===== src/rtl/multicycle_control.sv =====
// ---------------------------------------------------------------------------
// multicycle_control
//
// Moore-style control FSM for the multi-cycle MIPS datapath. The datapath
// shares one memory, one ALU and the IR/MDR/A/B/ALUOut registers. This block
// sequences each instruction over 3-5 cycles from the opcode held in IR. It
// drives the datapath mux selects and write enables.
//
// Optional feature macro: MC_MEM_HANDSHAKE_EN
//   Defined   : FETCH, MEM_RD and MEM_WR hold until MemReady=1.
//               In FETCH, IRWrite and PCWrite fire only in the ready cycle.
//   Undefined : MemReady is ignored and every state lasts one cycle.
//
// Ports
//   clk            in   1  system clock, rising edge
//   reset          in   1  asynchronous active-low reset
//   OP             in   6  opcode from IR[31:26]
//   MemReady       in   1  memory access completes this cycle
//   PCWrite        out  1  unconditional PC load
//   PCWriteCondEQ  out  1  PC load when ALU zero
//   PCWriteCondNE  out  1  PC load when ALU not zero
//   IorD           out  1  memory address: 0 = PC, 1 = ALUOut
//   MemRead        out  1  memory read strobe
//   MemWrite       out  1  memory write strobe
//   IRWrite        out  1  IR load
//   MemtoReg       out  2  write data: 00 = ALUOut, 01 = MDR, 10 = PC
//   RegDst         out  2  destination: 00 = rt, 01 = rd, 10 = $31
//   RegWrite       out  1  register-file write
//   ALUSrcA        out  1  ALU A: 0 = PC, 1 = A
//   ALUSrcB        out  2  ALU B: 00 = B, 01 = 4, 10 = imm, 11 = imm<<2
//   PCSource       out  2  PC input: 00 = ALU, 01 = ALUOut, 10 = jump target
//   ALUOp          out  3  ALU control code
//   IllegalOp      out  1  one-cycle pulse on an unsupported opcode
//   State          out  4  current state (debug)
// ---------------------------------------------------------------------------
module multicycle_control (
  input  logic       clk,
  input  logic       reset,
  input  logic [5:0] OP,
  input  logic       MemReady,
  output logic       PCWrite,
  output logic       PCWriteCondEQ,
  output logic       PCWriteCondNE,
  output logic       IorD,
  output logic       MemRead,
  output logic       MemWrite,
  output logic       IRWrite,
  output logic [1:0] MemtoReg,
  output logic [1:0] RegDst,
  output logic       RegWrite,
  output logic       ALUSrcA,
  output logic [1:0] ALUSrcB,
  output logic [1:0] PCSource,
  output logic [2:0] ALUOp,
  output logic       IllegalOp,
  output logic [3:0] State
);

  typedef enum logic [3:0] {
    S_FETCH    = 4'd0,
    S_DECODE   = 4'd1,
    S_MEM_ADDR = 4'd2,
    S_MEM_RD   = 4'd3,
    S_MEM_WB   = 4'd4,
    S_MEM_WR   = 4'd5,
    S_EXEC     = 4'd6,
    S_ALU_WB   = 4'd7,
    S_BRANCH   = 4'd8,
    S_JUMP     = 4'd9,
    S_JAL      = 4'd10
  } state_t;

  localparam logic [5:0] OP_R    = 6'h00;
  localparam logic [5:0] OP_J    = 6'h02;
  localparam logic [5:0] OP_JAL  = 6'h03;
  localparam logic [5:0] OP_BEQ  = 6'h04;
  localparam logic [5:0] OP_BNE  = 6'h05;
  localparam logic [5:0] OP_ADDI = 6'h08;
  localparam logic [5:0] OP_ANDI = 6'h0C;
  localparam logic [5:0] OP_ORI  = 6'h0D;
  localparam logic [5:0] OP_LUI  = 6'h0F;
  localparam logic [5:0] OP_LW   = 6'h23;
  localparam logic [5:0] OP_SW   = 6'h2B;

  // ALU control code for the EXEC cycle of R-type and ALU-immediate ops.
  function automatic logic [2:0] aluOpFor(input logic [5:0] opc);
    logic [2:0] code;
    case (opc)
      OP_R:    code = 3'b111;
      OP_ADDI: code = 3'b110;
      OP_ANDI: code = 3'b011;
      OP_ORI:  code = 3'b101;
      OP_LUI:  code = 3'b001;
      default: code = 3'b000;
    endcase
    return code;
  endfunction

  state_t curState_r;
  state_t nextState_s;
  logic   memReady_s;
  logic   isRType_s;

`ifdef MC_MEM_HANDSHAKE_EN
  assign memReady_s = MemReady;
`else
  // MemReady is ignored in this build. OR-ing in the constant keeps the port
  // referenced while the result always folds to 1.
  assign memReady_s = MemReady | 1'b1;
`endif

  assign isRType_s = (OP == OP_R);

  // State register. Reset forces FETCH immediately.
  always_ff @(posedge clk or negedge reset) begin
    if (!reset) begin
      curState_r <= S_FETCH;
    end else begin
      curState_r <= nextState_s;
    end
  end

  // Next-state and Moore outputs. All outputs are forced low while reset is
  // held, so an aborted instruction can never issue a write.
  always_comb begin
    nextState_s   = S_FETCH;
    PCWrite       = 1'b0;
    PCWriteCondEQ = 1'b0;
    PCWriteCondNE = 1'b0;
    IorD          = 1'b0;
    MemRead       = 1'b0;
    MemWrite      = 1'b0;
    IRWrite       = 1'b0;
    MemtoReg      = 2'b00;
    RegDst        = 2'b00;
    RegWrite      = 1'b0;
    ALUSrcA       = 1'b0;
    ALUSrcB       = 2'b00;
    PCSource      = 2'b00;
    ALUOp         = 3'b000;
    IllegalOp     = 1'b0;
    State         = 4'd0;
    if (!reset) begin
      nextState_s = S_FETCH;
    end else begin
      State = curState_r;
      case (curState_r)
        S_FETCH: begin
          MemRead = 1'b1;
          ALUSrcB = 2'b01;
          ALUOp   = 3'b010;
          // IR and PC advance only when the instruction word is actually here.
          IRWrite = memReady_s;
          PCWrite = memReady_s;
          if (memReady_s) begin
            nextState_s = S_DECODE;
          end else begin
            nextState_s = S_FETCH;
          end
        end
        S_DECODE: begin
          // Branch target precomputed into ALUOut here.
          ALUSrcB = 2'b11;
          ALUOp   = 3'b010;
          case (OP)
            OP_LW, OP_SW:                           nextState_s = S_MEM_ADDR;
            OP_R, OP_ADDI, OP_ANDI, OP_ORI, OP_LUI: nextState_s = S_EXEC;
            OP_BEQ, OP_BNE:                         nextState_s = S_BRANCH;
            OP_J:                                   nextState_s = S_JUMP;
            OP_JAL:                                 nextState_s = S_JAL;
            default: begin
              IllegalOp   = 1'b1;
              nextState_s = S_FETCH;
            end
          endcase
        end
        S_MEM_ADDR: begin
          ALUSrcA = 1'b1;
          ALUSrcB = 2'b10;
          ALUOp   = 3'b010;
          if (OP == OP_LW) begin
            nextState_s = S_MEM_RD;
          end else if (OP == OP_SW) begin
            nextState_s = S_MEM_WR;
          end else begin
            nextState_s = S_FETCH;
          end
        end
        S_MEM_RD: begin
          MemRead = 1'b1;
          IorD    = 1'b1;
          if (memReady_s) begin
            nextState_s = S_MEM_WB;
          end else begin
            nextState_s = S_MEM_RD;
          end
        end
        S_MEM_WB: begin
          RegWrite    = 1'b1;
          MemtoReg    = 2'b01;
          RegDst      = 2'b00;
          nextState_s = S_FETCH;
        end
        S_MEM_WR: begin
          MemWrite = 1'b1;
          IorD     = 1'b1;
          if (memReady_s) begin
            nextState_s = S_FETCH;
          end else begin
            nextState_s = S_MEM_WR;
          end
        end
        S_EXEC: begin
          ALUSrcA     = 1'b1;
          ALUSrcB     = isRType_s ? 2'b00 : 2'b10;
          ALUOp       = aluOpFor(OP);
          nextState_s = S_ALU_WB;
        end
        S_ALU_WB: begin
          RegWrite    = 1'b1;
          MemtoReg    = 2'b00;
          RegDst      = isRType_s ? 2'b01 : 2'b00;
          nextState_s = S_FETCH;
        end
        S_BRANCH: begin
          ALUSrcA       = 1'b1;
          ALUSrcB       = 2'b00;
          ALUOp         = 3'b100;
          PCSource      = 2'b01;
          PCWriteCondEQ = (OP == OP_BEQ);
          PCWriteCondNE = (OP == OP_BNE);
          nextState_s   = S_FETCH;
        end
        S_JUMP: begin
          PCWrite     = 1'b1;
          PCSource    = 2'b10;
          nextState_s = S_FETCH;
        end
        S_JAL: begin
          // PC still holds PC+4 here, so $31 gets the return address.
          PCWrite     = 1'b1;
          PCSource    = 2'b10;
          RegWrite    = 1'b1;
          RegDst      = 2'b10;
          MemtoReg    = 2'b10;
          nextState_s = S_FETCH;
        end
        default: begin
          nextState_s = S_FETCH;
        end
      endcase
    end
  end

endmodule


===== config.mk =====
export PLATFORM = sky130hd
export DESIGN_NAME = multicycle_control
export DESIGN_NICKNAME = d
export VERILOG_FILES = /design/src/rtl/multicycle_control.sv
export SDC_FILE = /design/constraint.sdc
export NUM_CORES = 1
export LEC_CHECK = 0
export BUFFER_PORTS_ARGS = -buffer_cell sky130_fd_sc_hd__clkbuf_2
export CAP_MARGIN = 20
export CORE_UTILIZATION = 47
export CTS_BUF_LIST = sky130_fd_sc_hd__clkbuf_8
export CTS_CLUSTER_DIAMETER = 100
export DETAILED_ROUTE_END_ITERATION = 8
export PLACE_DENSITY_LB_ADDON = 0.05
export SETUP_SLACK_MARGIN = 0.3
export SYNTH_ARGS = -nofsm -noshare
export SYNTH_HDL_FRONTEND = slang
export SYNTH_SLANG_ARGS = --single-unit

===== constraint.sdc =====
create_clock -name clk -period 2.05 [get_ports clk]
set_clock_uncertainty 0.2 [all_clocks]
set_input_delay 0.41 -clock clk [delete_from_list [all_inputs] [get_ports clk]]
set_output_delay 0.41 -clock clk [all_outputs]
set_load 0.02 [all_outputs]

==> impl_metrics.sql, run 1 <==
INSERT INTO impl_metrics (metric_group, metric, value, unit) VALUES
('floorplan', 'fp.dieW', '40.47', 'µm'),
('placed_design', 'place.detailed.hpwl', '1.851', 'mm'),
('yosys', 'yosysWarnings', '0', ''),
('yosys', 'synth_edf_count', '0', ''),
('yosys', 'portion_of_the_post_synthesis_area_used_by_sequential_elements', '14.39', '%'),
('clocking', 'clk_path_buf_depth', '2', ''),
('clocking', 'cts.root.buffer_cell', 'clkbuf_8', ''),
('yosys', 'ys_ff_latch', '4', ''),
('floorplan', 'ioPinCount', '34', ''),
('placed_design', 'place.port_buffers', '32', ''),
('yosys', 'synth-async-reset-ratio', '100.0', '%'),
('clocking', 'cts_post_setup_buffers_inserted', '19', ''),
('yosys', 'synth_nets', '118', ''),
('placed_design', 'gp_congestion', '0.8478', ''),
('yosys', 'synth.lib_cells_used.distinct', '41', ''),
('outcome', 'outcome', 'did not finish', ''),
('yosys', 'ys.flop_type', 'dfrtp_1', ''),
('yosys', 'synthDominantAreaCellType', 'dfrtp_1', ''),
('floorplan', 'rows', '13', ''),
('clocking', 'resized_after_cts', '91', ''),
('outcome', 'tool.error', '[ERROR DPL-0038] Utilization greater than 100%, impossible to legalize', ''),
('yosys', 'synth_top_area_share', '14.39', '%'),
('yosys', 'netlist_area', '695.7', 'µm²'),
('clocking', 'cts-htree-levels', '1', ''),
('yosys', 'post_synth.cell_area_avg', '6.382', 'µm²'),
('outcome', 'stop_stage', 'clock tree synthesis (4_1_cts)', ''),
('yosys', 'post_synth_inst_count', '109', ''),
('clocking', 'cts_hold_buffers', '0', ''),
('placed_design', 'pre_cts_ws', '-0.04433', 'ns'),
('yosys', 'synthTopCellsByArea', 'dfrtp_1 14%, nor2_1 7.6%, a21oi_1 5.0%', ''),
('floorplan', 'initial_core_util', '52.16', '%'),
('floorplan', 'dieHeight', '40.47', 'µm'),
('clocking', 'clock_buffers_created_by_tritoncts', '3', ''),
('clocking', 'clock_sink_count', '4', ''),
('placed_design', 'dpl_cell_area', '0.001172', 'mm²');
==> through the flow <==
stage / std cells / hold slack (ns)
2_1_floorplan: 109 / -0.08559
3_3_place_gp: 166 / 0.2406
3_5_place_dp: 166 / 0.2516
==> Yosys cell counts, types with 3 or more instances <==
cell      count
o21ai_0       6
nand2b_1      3
nor3_1        6
and2_1        5
inv_1         3
nor2_1       14
nand3_1       5
a21oi_1       7
dfrtp_1       4
clkbuf_1      4
buf_2         4
nand2_1       8
nor2b_1       4
==> kinds of logic after synthesis <==
family,after synthesis,share of synthesized area [%]
and+or+nand+nor,57,42.63
DFF,4,14.39
muxes,1,1.439
xor gates and xnor gates,3,3.778
AOI/OAI and AO/OA,29,28.78
buffers and inverters,15,8.991
==> run 2: changes to the inputs <==
Settings changed: CORE_AREA from default to 2 2 63 65, CORE_UTILIZATION 47 to default, CTS_BUF_LIST sky130_fd_sc_hd__clkbuf_8 to default, CTS_CLUSTER_DIAMETER 100 to default, DIE_AREA from default to 0 0 65 67, PLACE_DENSITY_LB_ADDON 0.05 to 0.15, SETUP_SLACK_MARGIN 0.3 to default.
==> run 2 against run 1 <==
The flow now finishes, with violations (setup timing). Synthesized area unchanged. Synthesized cell count unchanged.
==> impl_metrics.sql, run 2 <==
INSERT INTO impl_metrics (metric_group, metric, value, unit) VALUES
('worst_setup_path', 'worst_path_dominant_cell_family', 'simple AND/OR/NAND/NOR gates', ''),
('power_and_ir_drop', 'p_sw_share', '33.22', '%'),
('layout', 'drive_above_1_share', '58.02', '%'),
('power_and_ir_drop', 'p_total', '0.4214', 'mW'),
('floorplan', 'placeableCoreArea', '0.003606', 'mm²'),
('outcome', 'failed_checks', 'setup timing', ''),
('layout', 'nets', '173', ''),
('yosys', 'post_synth.cell_area_avg', '6.382', 'µm²'),
('detailed_routing', 'wirelength', '2.587', 'mm'),
('sta', 'fin_worst_hold_slack', '0.08395', 'ns'),
('power_and_ir_drop', 'irDropWorstVdd', '151.5', 'µV'),
('sta', 'max_clock_freq', '477.2', 'MHz'),
('clocking', 'cts_tree', 'built', ''),
('placed_design', 'place.port_buffers', '32', ''),
('clocking', 'worst_path_clk_slew', '0.03', 'ns'),
('worst_setup_path', 'ff2ff_setup_slack', '0.29', 'ns'),
('clocking', 'clk_path_buf_depth', '2', ''),
('layout', 'largest_registers', 'curState_r (4)', ''),
('floorplan', 'dieHeight', '67', 'µm'),
('worst_setup_path', 'arrival', '1.49', 'ns'),
('worst_setup_path', 'critical_path.max_stage_delay', '0.41', 'ns'),
('worst_setup_path', 'worstPathMaxFanout', '3', ''),
('worst_setup_path', 'timing.critical_path.cells', 'nor2b_4 -> nand2_2 -> nor3_4 -> nand3_2 -> nor2_2 -> buf_6', ''),
('yosys', 'synth.lib_cells_used.distinct', '41', ''),
('detailed_routing', 'post_drt_via_cell_ratio', '4.629', ''),
('outcome', 'outcome', 'finished, violations left', ''),
('floorplan', 'fp.dieW', '65', 'µm'),
('placed_design', 'pre_cts_ws', '-0.05035', 'ns'),
('layout', 'layout_common_cells', '33 x buf_4, 17 x clkbuf_2, 9 x nor2_1, 7 x buf_6, 6 x a21oi_1', ''),
('worst_setup_path', 'worstPathBufferInverterCount', '1', ''),
('clocking', 'worst_skew_pair.late_latency', '0.22', 'ns'),
('placed_design', 'dpl_cell_area', '0.001069', 'mm²'),
('sta', 'setup_total_negative_slack', '-0.1194', 'ns'),
('power_and_ir_drop', 'net_switching_power_figure', '0.1400', 'mW'),
('sta', 'period_utilization_post_route', '102.2', '%'),
('detailed_routing', 'post-route-drc-count', '0', ''),
('power_and_ir_drop', 'seqPwrFrac', '20.3', '%'),
('job', 'drv.max_cap_violation_count', '0', ''),
('worst_setup_path', 'critical_path.startpoint_type', 'register', ''),
('clocking', 'cts_hold_buffers', '0', ''),
('yosys', 'synth_edf_count', '0', ''),
('global_route', 'antenna_violations_before_repair', '0', ''),
('layout', 'filler_cell_count', '407', ''),
('sta', 'worst_slack', '-0.04563', 'ns'),
('yosys', 'ys.flop_type', 'dfrtp_1', ''),
('clocking', 'clock_buffers_created_by_tritoncts', '3', ''),
('clocking', 'cts.root.buffer_cell', 'clkbuf_8', ''),
('sta', 'max_slew_margin', '78.80', '%'),
('yosys', 'synthDominantAreaCellType', 'dfrtp_1', ''),
('worst_setup_path', 'worst-setup-path-type', 'reg2out', ''),
('detailed_routing', 'first_iter_violations', '33', ''),
('sta', 'timing.final.hold_violations', '0', ''),
('placed_design', 'gp_congestion', '0.8390', ''),
('detailed_routing', 'count_of_nets_left_with_antenna_violations_after_detail_routing', '0', ''),
('power_and_ir_drop', 'combPwrFrac', '40.6', '%'),
('placed_design', 'place.detailed.hpwl', '1.937', 'mm'),
('yosys', 'synth_top_area_share', '14.39', '%'),
('power_and_ir_drop', 'p_leak', '0.5869', 'nW'),
('worst_setup_path', 'worstReg2RegEnd', 'curState_r[0]', ''),
('layout', 'final_cell_area', '0.001338', 'mm²'),
('worst_setup_path', 'timing.critical_path.slowest_stage_cell', 'dfrtp_1', ''),
('detailed_routing', 'drt_pass1_iterations', '4', ''),
('yosys', 'ys_ff_latch', '4', ''),
('power_and_ir_drop', 'internal-power', '0.2814', 'mW'),
('power_and_ir_drop', 'power-per-cell-area', '315.0', 'mW/mm²'),
('detailed_routing', 'wl_per_cell', '12.32', 'µm'),
('global_route', 'pin_count_of_the_biggest_net_entering_global_routing', '19', ''),
('yosys', 'synth_nets', '118', ''),
('sta', 'setup_viol_count_final', '4', ''),
('global_route', 'sum_of_overflow_across_all_layers_after_global_routing', '0', ''),
('min_path', 'worst_hold_path_type', 'in2async', ''),
('layout', 'area_growth_syn_to_layout', '92.27', '%'),
('layout', 'largest_register_ffs', '4', ''),
('worst_setup_path', 'reg_to_reg_startpoint', 'curState_r[2]', ''),
('yosys', 'yosysWarnings', '0', ''),
('yosys', 'portion_of_the_post_synthesis_area_used_by_sequential_elements', '14.39', '%'),
('yosys', 'post_synth_inst_count', '109', ''),
('floorplan', 'initial_core_util', '19.29', '%'),
('worst_setup_path', 'timing.critical_path.to_type', 'output pin', ''),
('global_route', 'grt.total_usage', '12.23', '%'),
('global_route', 'first_pass_grt_wire_length', '4.271', 'mm'),
('floorplan', 'die_area', '0.004355', 'mm²'),
('layout', 'top_register', 'curState_r', ''),
('yosys', 'ys_top_cells_by_count', '14 x nor2_1, 8 x nand2_1, 7 x a21oi_1', ''),
('layout', 'leading_cell_type_in_the_layout_fill_and_taps_excluded', 'buf_4', ''),
('sta', 'rsz0062_at_grt', 'true', ''),
('clocking', 'cts-htree-levels', '1', ''),
('yosys', 'netlist_area', '695.7', 'µm²'),
('global_route', 'grt_pass1_vias', '979', ''),
('layout', 'antenna_cells', '0', ''),
('floorplan', 'rows', '22', ''),
('sta', 'worst-slew-pin-transition', '0.3130', 'ns'),
('clocking', 'clock_sink_count', '4', ''),
('yosys', 'post-synth-top-count-cell', 'nor2_1', ''),
('yosys', 'synth-async-reset-ratio', '100.0', '%'),
('detailed_routing', 'detailroute.via_count', '972', ''),
('yosys', 'synthTopCellsByArea', 'dfrtp_1 14%, nor2_1 7.6%, a21oi_1 5.0%', ''),
('sta', 'report.final.slew_viol_count', '0', ''),
('sta', 'timing.final.crit_period', '2.096', 'ns'),
('worst_setup_path', 'r2r.worst_path.cells', '5', ''),
('floorplan', 'ioPinCount', '34', ''),
('power_and_ir_drop', 'pwr-share-clk', '39.1', '%'),
('worst_setup_path', 'cp.required', '1.44', 'ns');
==> run 2: cell counts after synthesis <==
No cell type changed its count.
==> run 2: worst register-to-register path, cell delays in order, from the launching register on <==
cell	delay [ns]
dfrtp_1	0.41
buf_6	0.16
nor2_4	0.11
nand3_2	0.12
a2111o_1	0.36
o41ai_2	0.30
==> run 2: cell families after synthesis <==
group	share of synthesized area [%]
and+or+nand+nor	42.63
xor gates and xnor gates	3.778
AOI/OAI and AO/OA	28.78
muxes	1.439
DFF	14.39
buffers and inverters	8.991
==> run 2: worst max-delay path by stage <==
stage / startpoint / endpoint / slack (ns) / depth (start not counted)
finish: curState_r[2] / PCWriteCondEQ / -0.05 / 6
global route: curState_r[2] / PCWriteCondEQ / -0.13 / 6
CTS: curState_r[1] / IllegalOp / -0.06 / 5
detailed placement: OP[4] / ALUOp[1] / -0.05 / 6
global placement: OP[4] / ALUOp[1] / -0.05 / 6
floorplan: curState_r[2] / PCWriteCondEQ / -0.10 / 6
==> run 2: metrics by stage <==
stage | std cells | util [%]
after floorplan | 109 | -
after global placement | 199 | 29.63
after detailed placement | 199 | 29.63
after CTS | 204 | 32.03
after global routing | 210 | 37.09
final | 210 | 37.09
==> run 2: final cells by class <==
class	instances	area (µm²)	area share, %
clock buffers	3	41.29	3.087
inverters	5	18.77	1.403
multi-input cells	90	674.4	50.42
flip-flops and latches	4	101.3	7.577
well taps	48	60.06	4.490
repair buffers	60	441.7	33.02
==> run 2: routing by layer <==
metal | share of wire, % | global-route usage [%]
met1 | 48 | 15.49
met3 | 2.7 | 0.5068
met5 | 0 | 0
met2 | 48 | 22.29
met4 | 0.66 | 3.723
==> run 2: power by group through the flow <==
stage	Combinational [mW]	Sequential [mW]	Clock, mW
2_1_floorplan	0.0883	0.0863	0
4_1_cts	0.156	0.0845	0.169
3_5_place_dp	0.150	0.0853	0
3_3_place_gp	0.150	0.0856	0
5_1_grt	0.188	0.0860	0.176
6_report	0.171	0.0856	0.165
==> run 2: timing repair <==
item | in CTS | in global routing
pin swaps | 4 | 5
hold endpoints to repair | 0 | 0
endpoints found under the setup margin | 8 | 18
setup buffers | 2 | 7
gates resized for setup | 10 | 50
(Power assumes the default switching activity.)
==> run 3: changes to the inputs <==
Settings changed: CTS_BUF_LIST from default to sky130_fd_sc_hd__clkbuf_16.
==> run 3 against run 2 <==
Register-to-register slack barely moved. Largest cell class unchanged. Setup slack improved by 0.012 ns. Sequential share of layout area fell by 0.14 points. Routed wire length fell by 0.73%. Power rose by 33%. Worst hold slack got worse by 0.0063 ns. Maximum frequency rose by 0.59%. Flip-flop and latch count did not move. Combinational power barely moved. Highest routed layer unchanged. The flow still finishes with violations (setup timing). Via count rose by 1.0%.
==> impl_metrics.sql, run 3 (synthesized netlist as in run 2, its figures left out) <==
INSERT INTO impl_metrics (metric_group, metric, value, unit) VALUES
('outcome', 'outcome', 'finished, violations left', ''),
('outcome', 'failed_checks', 'setup timing', ''),
('global_route', 'antenna_violations_before_repair', '0', ''),
('clocking', 'cts.root.buffer_cell', 'clkbuf_16', ''),
('sta', 'timing.final.crit_period', '2.083', 'ns'),
('detailed_routing', 'wl_per_cell', '12.29', 'µm'),
('layout', 'final_cell_area', '0.001363', 'mm²'),
('layout', 'leading_cell_type_in_the_layout_fill_and_taps_excluded', 'buf_4', ''),
('worst_setup_path', 'cp.required', '1.44', 'ns'),
('worst_setup_path', 'worst_path_dominant_cell_family', 'simple AND/OR/NAND/NOR gates', ''),
('power_and_ir_drop', 'seqPwrFrac', '15.3', '%'),
('sta', 'period_utilization_post_route', '101.6', '%'),
('worst_setup_path', 'timing.critical_path.slowest_stage_cell', 'dfrtp_1', ''),
('detailed_routing', 'detailroute.via_count', '982', ''),
('layout', 'largest_registers', 'curState_r (4)', ''),
('detailed_routing', 'first_iter_violations', '32', ''),
('sta', 'max_slew_margin', '78.84', '%'),
('layout', 'layout_common_cells', '32 x buf_4, 17 x clkbuf_2, 9 x nor2_1, 6 x a21oi_1, 6 x buf_6', ''),
('layout', 'antenna_cells', '0', ''),
('layout', 'area_growth_syn_to_layout', '95.86', '%'),
('detailed_routing', 'count_of_nets_left_with_antenna_violations_after_detail_routing', '0', ''),
('global_route', 'first_pass_grt_wire_length', '4.284', 'mm'),
('worst_setup_path', 'worst-setup-path-type', 'reg2out', ''),
('placed_design', 'place.detailed.hpwl', '1.937', 'mm'),
('sta', 'max_clock_freq', '480.0', 'MHz'),
('power_and_ir_drop', 'power-per-cell-area', '410.0', 'mW/mm²'),
('detailed_routing', 'wirelength', '2.568', 'mm'),
('floorplan', 'ioPinCount', '34', ''),
('floorplan', 'die_area', '0.004355', 'mm²'),
('clocking', 'clk_path_buf_depth', '2', ''),
('sta', 'worst-slew-pin-transition', '0.3124', 'ns'),
('clocking', 'cts-htree-levels', '1', ''),
('worst_setup_path', 'worstPathMaxFanout', '3', ''),
('worst_setup_path', 'worstPathBufferInverterCount', '1', ''),
('sta', 'timing.final.hold_violations', '0', ''),
('clocking', 'cts_tree', 'built', ''),
('layout', 'multiInputGateArea', '669.4', 'µm²'),
('power_and_ir_drop', 'net_switching_power_figure', '0.1535', 'mW'),
('power_and_ir_drop', 'pwr-share-clk', '54.3', '%'),
('clocking', 'clock_buffers_created_by_tritoncts', '3', ''),
('layout', 'drive_above_1_share', '57.76', '%'),
('power_and_ir_drop', 'irDropWorstVdd', '294.7', 'µV'),
('clocking', 'cts_hold_buffers', '0', ''),
('placed_design', 'gp_congestion', '0.8390', ''),
('detailed_routing', 'post-route-drc-count', '0', ''),
('sta', 'rsz0062_at_grt', 'true', ''),
('sta', 'report.final.slew_viol_count', '0', ''),
('placed_design', 'dpl_cell_area', '0.001069', 'mm²'),
('detailed_routing', 'post_drt_via_cell_ratio', '4.699', ''),
('power_and_ir_drop', 'p_leak', '0.5923', 'nW'),
('clocking', 'worst_path_clk_slew', '0.03', 'ns'),
('clocking', 'worst_skew_pair.late_latency', '0.22', 'ns'),
('worst_setup_path', 'critical_path.startpoint_type', 'register', ''),
('layout', 'filler_cell_count', '407', ''),
('floorplan', 'placeableCoreArea', '0.003606', 'mm²'),
('layout', 'top_register', 'curState_r', ''),
('sta', 'worst_slack', '-0.03334', 'ns'),
('clocking', 'clock_sink_count', '4', ''),
('layout', 'largest_register_ffs', '4', ''),
('global_route', 'grt.total_usage', '12.27', '%'),
('floorplan', 'fp.dieW', '65', 'µm'),
('worst_setup_path', 'timing.critical_path.cells', 'nor2b_4 -> nand2_2 -> nor3_4 -> nand3_2 -> nor2_2 -> buf_6', ''),
('layout', 'layout.area.seq', '101.3', 'µm²'),
('sta', 'setup_viol_count_final', '4', ''),
('power_and_ir_drop', 'combPwrFrac', '30.4', '%'),
('global_route', 'sum_of_overflow_across_all_layers_after_global_routing', '0', ''),
('floorplan', 'dieHeight', '67', 'µm'),
('sta', 'setup_total_negative_slack', '-0.09183', 'ns'),
('layout', 'nets', '172', ''),
('job', 'drv.max_cap_violation_count', '0', ''),
('detailed_routing', 'drt_pass1_iterations', '4', ''),
('worst_setup_path', 'critical_path.max_stage_delay', '0.40', 'ns'),
('placed_design', 'place.port_buffers', '32', ''),
('min_path', 'worst_hold_path_type', 'in2async', ''),
('power_and_ir_drop', 'internal-power', '0.4051', 'mW'),
('worst_setup_path', 'arrival', '1.47', 'ns'),
('floorplan', 'initial_core_util', '19.29', '%'),
('global_route', 'grt_pass1_vias', '979', ''),
('global_route', 'pin_count_of_the_biggest_net_entering_global_routing', '19', ''),
('worst_setup_path', 'timing.critical_path.to_type', 'output pin', ''),
('power_and_ir_drop', 'p_sw_share', '27.48', '%'),
('floorplan', 'rows', '22', '');
run 3: cell types whose count changed in the layout (fill, tap and decap cells not counted), sizes merged:
cell  change
buf       -1
run 3: path summary, 6_finish.rpt:
path | slack, ns | cells after the start | startpoint | to
setup / recovery | -0.03 | 6 | curState_r[2] | PCWriteCondEQ
hold / removal | 0.08 | 2 | reset | curState_r[2]
setup reg to reg | 0.28 | 5 | curState_r[1] | curState_r[0]
hold reg to reg | 0.49 | 3 | curState_r[0] | curState_r[0]
max in group asynchronous | 1.46 | 2 | reset | curState_r[0]
min in group clk | 0.33 | 2 | OP[3] | curState_r[3]
run 3: cell type report:
| cell class | count | area share (%) |
|---|---|---|
| repair buffers | 59 | 32.14 |
| multi-input cells | 90 | 49.13 |
| well taps | 48 | 4.408 |
| flip-flops and latches | 4 | 7.438 |
| inverters | 5 | 1.377 |
| clock buffers | 3 | 5.510 |
run 3: stage by stage:
stage | std cells | setup slack, ns | hold WS [ns] | total power, mW | utilization, %
floorplan | 109 | -0.1038 | -0.08559 | 0.1746 | -
global placement | 199 | -0.04551 | 0.2571 | 0.2353 | 29.63
detailed placement | 199 | -0.05035 | 0.2668 | 0.2358 | 29.63
CTS | 204 | -0.06569 | 0.04287 | 0.5472 | 32.96
global route | 209 | -0.1139 | 0.1188 | 0.5848 | 37.79
finish | 209 | -0.03334 | 0.07766 | 0.5586 | 37.79
run 3: worst reg2reg max path, stage by stage (launching register included):
cell and delay (ns):
dfrtp_1 0.41, nand2b_4 0.19, nor2_4 0.09, nand3_2 0.12
a2111o_1 0.35, o41ai_2 0.30
run 3: power by group through the flow:
stage | clock network [mW] | registers, mW | logic [mW]
2_1_floorplan | 0 | 0.0863 | 0.0883
3_3_place_gp | 0 | 0.0856 | 0.150
3_5_place_dp | 0 | 0.0853 | 0.150
4_1_cts | 0.307 | 0.0846 | 0.155
5_1_grt | 0.312 | 0.0862 | 0.187
6_report | 0.303 | 0.0856 | 0.170
run 3: repair_timing:
action / 4_1_cts / 5_1_grt
pin swaps: 3 / 9
hold endpoints to repair: 0 / 0
gates resized for setup: 10 / 50
buffers inserted: 2 / 6
endpoints found under the setup margin: 8 / 18
run 3: routing by layer:
metal | GRT usage [%] | share of wire (%) | vias to the layer above
li1 | - | - | 501
met1 | 15.59 | 48 | 449
met2 | 22.29 | 47 | 30
met3 | 0.5068 | 3.4 | 2
met4 | 3.723 | 0.74 | 0
met5 | 0 | 0 | -
==> run 4: changes to the inputs <==
==> constraint.sdc (replaced) <==
create_clock -name clk -period 2.1 [get_ports clk]
set_clock_uncertainty 0.2 [all_clocks]
set_input_delay 0.105 -clock clk [delete_from_list [all_inputs] [get_ports clk]]
set_output_delay 0.105 -clock clk [all_outputs]
set_load 0.02 [all_outputs]
==> run 4 against run 3 <==
The run now ends clean. Die area did not move. Routed wire length fell by 8.3%. Combinational power fell by 27%. Core utilization fell by 10 points. Non-clock buffer count fell by 22. Clock power fell by 2%. Register-to-register slack improved by 0.04 ns. Critical endpoint is now ALUOp[2]. Via count fell by 8.1%. Sequential power fell by 4.6%. Setup slack improved by 0.20 ns. Worst hold slack got worse by 0.039 ns.
==> impl_metrics.sql, run 4 (synthesized netlist as in run 2, its figures left out) <==
INSERT INTO impl_metrics (metric_group, metric, value, unit) VALUES
('layout', 'antenna_cells', '0', ''),
('detailed_routing', 'post-route-drc-count', '0', ''),
('worst_setup_path', 'timing.critical_path.slowest_stage_cell', 'dfrtp_1', ''),
('layout', 'final_cell_count_no_fill', '187', ''),
('sta', 'timing.final.hold_violations', '0', ''),
('clocking', 'clock_sink_count', '4', ''),
('worst_setup_path', 'reg_to_reg_startpoint', 'curState_r[1]', ''),
('layout', 'area_growth_syn_to_layout', '44.24', '%'),
('detailed_routing', 'detailroute.via_count', '902', ''),
('worst_setup_path', 'timing.critical_path.cells', 'buf_4 -> inv_1 -> nand2_1 -> nor2_1 -> a31o_2 -> clkbuf_2', ''),
('power_and_ir_drop', 'p_total', '0.5023', 'mW'),
('placed_design', 'placed_cells_incl_taps', '183', ''),
('worst_setup_path', 'ff2ff_setup_slack', '0.32', 'ns'),
('min_path', 'worst_hold_path.endpoint', 'curState_r[3]', ''),
('clocking', 'worst_path_clk_slew', '0.03', 'ns'),
('layout', 'drive_above_1_share', '33.81', '%'),
('global_route', 'first_pass_grt_wire_length', '4.029', 'mm'),
('layout', 'top_register', 'curState_r', ''),
('floorplan', 'dieHeight', '67', 'µm'),
('layout', 'nets', '150', ''),
('detailed_routing', 'drt_pass1_iterations', '4', ''),
('floorplan', 'rows', '22', ''),
('layout', 'largest_registers', 'curState_r (4)', ''),
('layout', 'filler_cell_count', '409', ''),
('min_path', 'whs_path_depth', '2', ''),
('clocking', 'clk_path_buf_depth', '2', ''),
('layout', 'leading_cell_type_in_the_layout_fill_and_taps_excluded', 'clkbuf_2', ''),
('sta', 'max_slew_margin', '77.93', '%'),
('min_path', 'worst_hold_startpoint', 'OP[3]', ''),
('floorplan', 'die_area', '0.004355', 'mm²'),
('sta', 'setup_total_negative_slack', '0', 'ns'),
('global_route', 'sum_of_overflow_across_all_layers_after_global_routing', '0', ''),
('global_route', 'antenna_violations_before_repair', '0', ''),
('sta', 'period_utilization_post_route', '91.84', '%'),
('floorplan', 'ioPinCount', '34', ''),
('worst_setup_path', 'timing.critical_path.to_type', 'output pin', ''),
('layout', 'layout_common_cells', '31 x clkbuf_2, 14 x nor2_1, 8 x nand2_1, 7 x a21oi_1, 6 x o21ai_0', ''),
('worst_setup_path', 'worstPathMaxFanout', '15', ''),
('global_route', 'grt_pass1_vias', '846', ''),
('floorplan', 'placeableCoreArea', '0.003606', 'mm²'),
('worst_setup_path', 'cp.required', '1.79', 'ns'),
('detailed_routing', 'first_iter_violations', '32', ''),
('worst_setup_path', 'critical_path.max_stage_delay', '0.37', 'ns'),
('sta', 'worst_slack', '0.1713', 'ns'),
('sta', 'timing.final.crit_period', '1.929', 'ns'),
('clocking', 'cts.root.buffer_cell', 'clkbuf_16', ''),
('global_route', 'grt.total_usage', '11.97', '%'),
('global_route', 'pin_count_of_the_biggest_net_entering_global_routing', '20', ''),
('worst_setup_path', 'worstReg2RegEnd', 'curState_r[0]', ''),
('sta', 'rsz0062_at_grt', 'false', ''),
('detailed_routing', 'post_drt_via_cell_ratio', '4.824', ''),
('job', 'drv.max_cap_violation_count', '0', ''),
('worst_setup_path', 'arrival', '1.62', 'ns'),
('placed_design', 'place.port_buffers', '32', ''),
('layout', 'layout.area.seq', '100.1', 'µm²'),
('power_and_ir_drop', 'power-per-cell-area', '500.5', 'mW/mm²'),
('layout', 'multiInputGateArea', '546.8', 'µm²'),
('worst_setup_path', 'worst-setup-path-type', 'reg2out', ''),
('min_path', 'worst_hold_path_type', 'in2reg', ''),
('detailed_routing', 'count_of_nets_left_with_antenna_violations_after_detail_routing', '0', ''),
('sta', 'max_clock_freq', '518.5', 'MHz'),
('clocking', 'cts_tree', 'built', ''),
('placed_design', 'gp_congestion', '0.7835', ''),
('clocking', 'worst_skew_pair.late_latency', '0.22', 'ns'),
('sta', 'setup_viol_count_final', '0', ''),
('detailed_routing', 'wl_per_cell', '12.60', 'µm'),
('worst_setup_path', 'critical_path.startpoint_type', 'register', ''),
('layout', 'largest_register_ffs', '4', ''),
('detailed_routing', 'wirelength', '2.356', 'mm'),
('worst_setup_path', 'r2r.worst_path.cells', '5', ''),
('floorplan', 'fp.dieW', '65', 'µm'),
('sta', 'worst-slew-pin-transition', '0.3258', 'ns'),
('power_and_ir_drop', 'p_leak', '0.4379', 'nW'),
('power_and_ir_drop', 'irDropWorstVdd', '194.7', 'µV'),
('clocking', 'clock_buffers_created_by_tritoncts', '3', ''),
('clocking', 'cts-htree-levels', '1', ''),
('placed_design', 'place.detailed.hpwl', '1.786', 'mm'),
('placed_design', 'pre_cts_ws', '0.3155', 'ns'),
('sta', 'report.final.slew_viol_count', '0', ''),
('floorplan', 'initial_core_util', '19.29', '%'),
('outcome', 'outcome', 'finished, final reports clean', '');
==> run 4: where the power goes <==
group,switching [mW],internal [mW],total (mW)
clock,0.0533,0.243,0.297
sequential,0.00183,0.0799,0.0817
combinational,0.0810,0.0430,0.124
==> run 4: area by class of cell <==
| class | count | share of cell area [%] |
|---|---|---|
| clock buffer | 3 | 7.481 |
| inverter | 5 | 1.870 |
| multi-input combinational | 90 | 54.49 |
| sequential | 4 | 9.975 |
| tap | 48 | 5.985 |
| timing repair buffer | 37 | 20.20 |
==> run 4: through the flow <==
step	utilization, %	cell area, µm²	hold slack (ns)
3_5_place_dp	25.16	907.1	-0.2125
6_report	27.83	1003	0.03878
4_1_cts	27.52	992.2	0.02974
3_3_place_gp	25.16	907.1	-0.2202
5_1_grt	27.83	1003	0.06991
2_1_floorplan	-	700.7	-0.3906
==> run 4: layer usage <==
layer / share of wire, % / track usage, %
met5: 0 / 0
met2: 47 / 18.81
met1: 48 / 15.73
met3: 4.5 / 1.520
met4: 0 / 6.649
==> run 4: repair_timing <==
item                       in CTS  in global routing
hold endpoints to repair        4                  0
buffers inserted                0                  0
hold buffers                    1                  0
gates resized for setup         0                  4
setup endpoints to repair       0                  8
==> run 4: worst max-delay path by stage <==
stage	startpoint	endpoint	slack, ns	depth (start not counted)
finish	curState_r[0]	ALUOp[2]	0.17	6
global route	curState_r[3]	PCWriteCondNE	0.01	6
CTS	reset	PCWriteCondEQ	0.06	7
detailed placement	curState_r[1]	curState_r[0]	0.32	5
global placement	curState_r[1]	curState_r[0]	0.30	5
floorplan	curState_r[2]	PCWriteCondEQ	0.16	6
==> run 4: critical path: cells and delay by family (launching register included) <==
family          cells  cell delay (ns)
buf+inv             3             0.43
simple gates        2             0.40
flops               1             0.37
compound gates      1             0.19
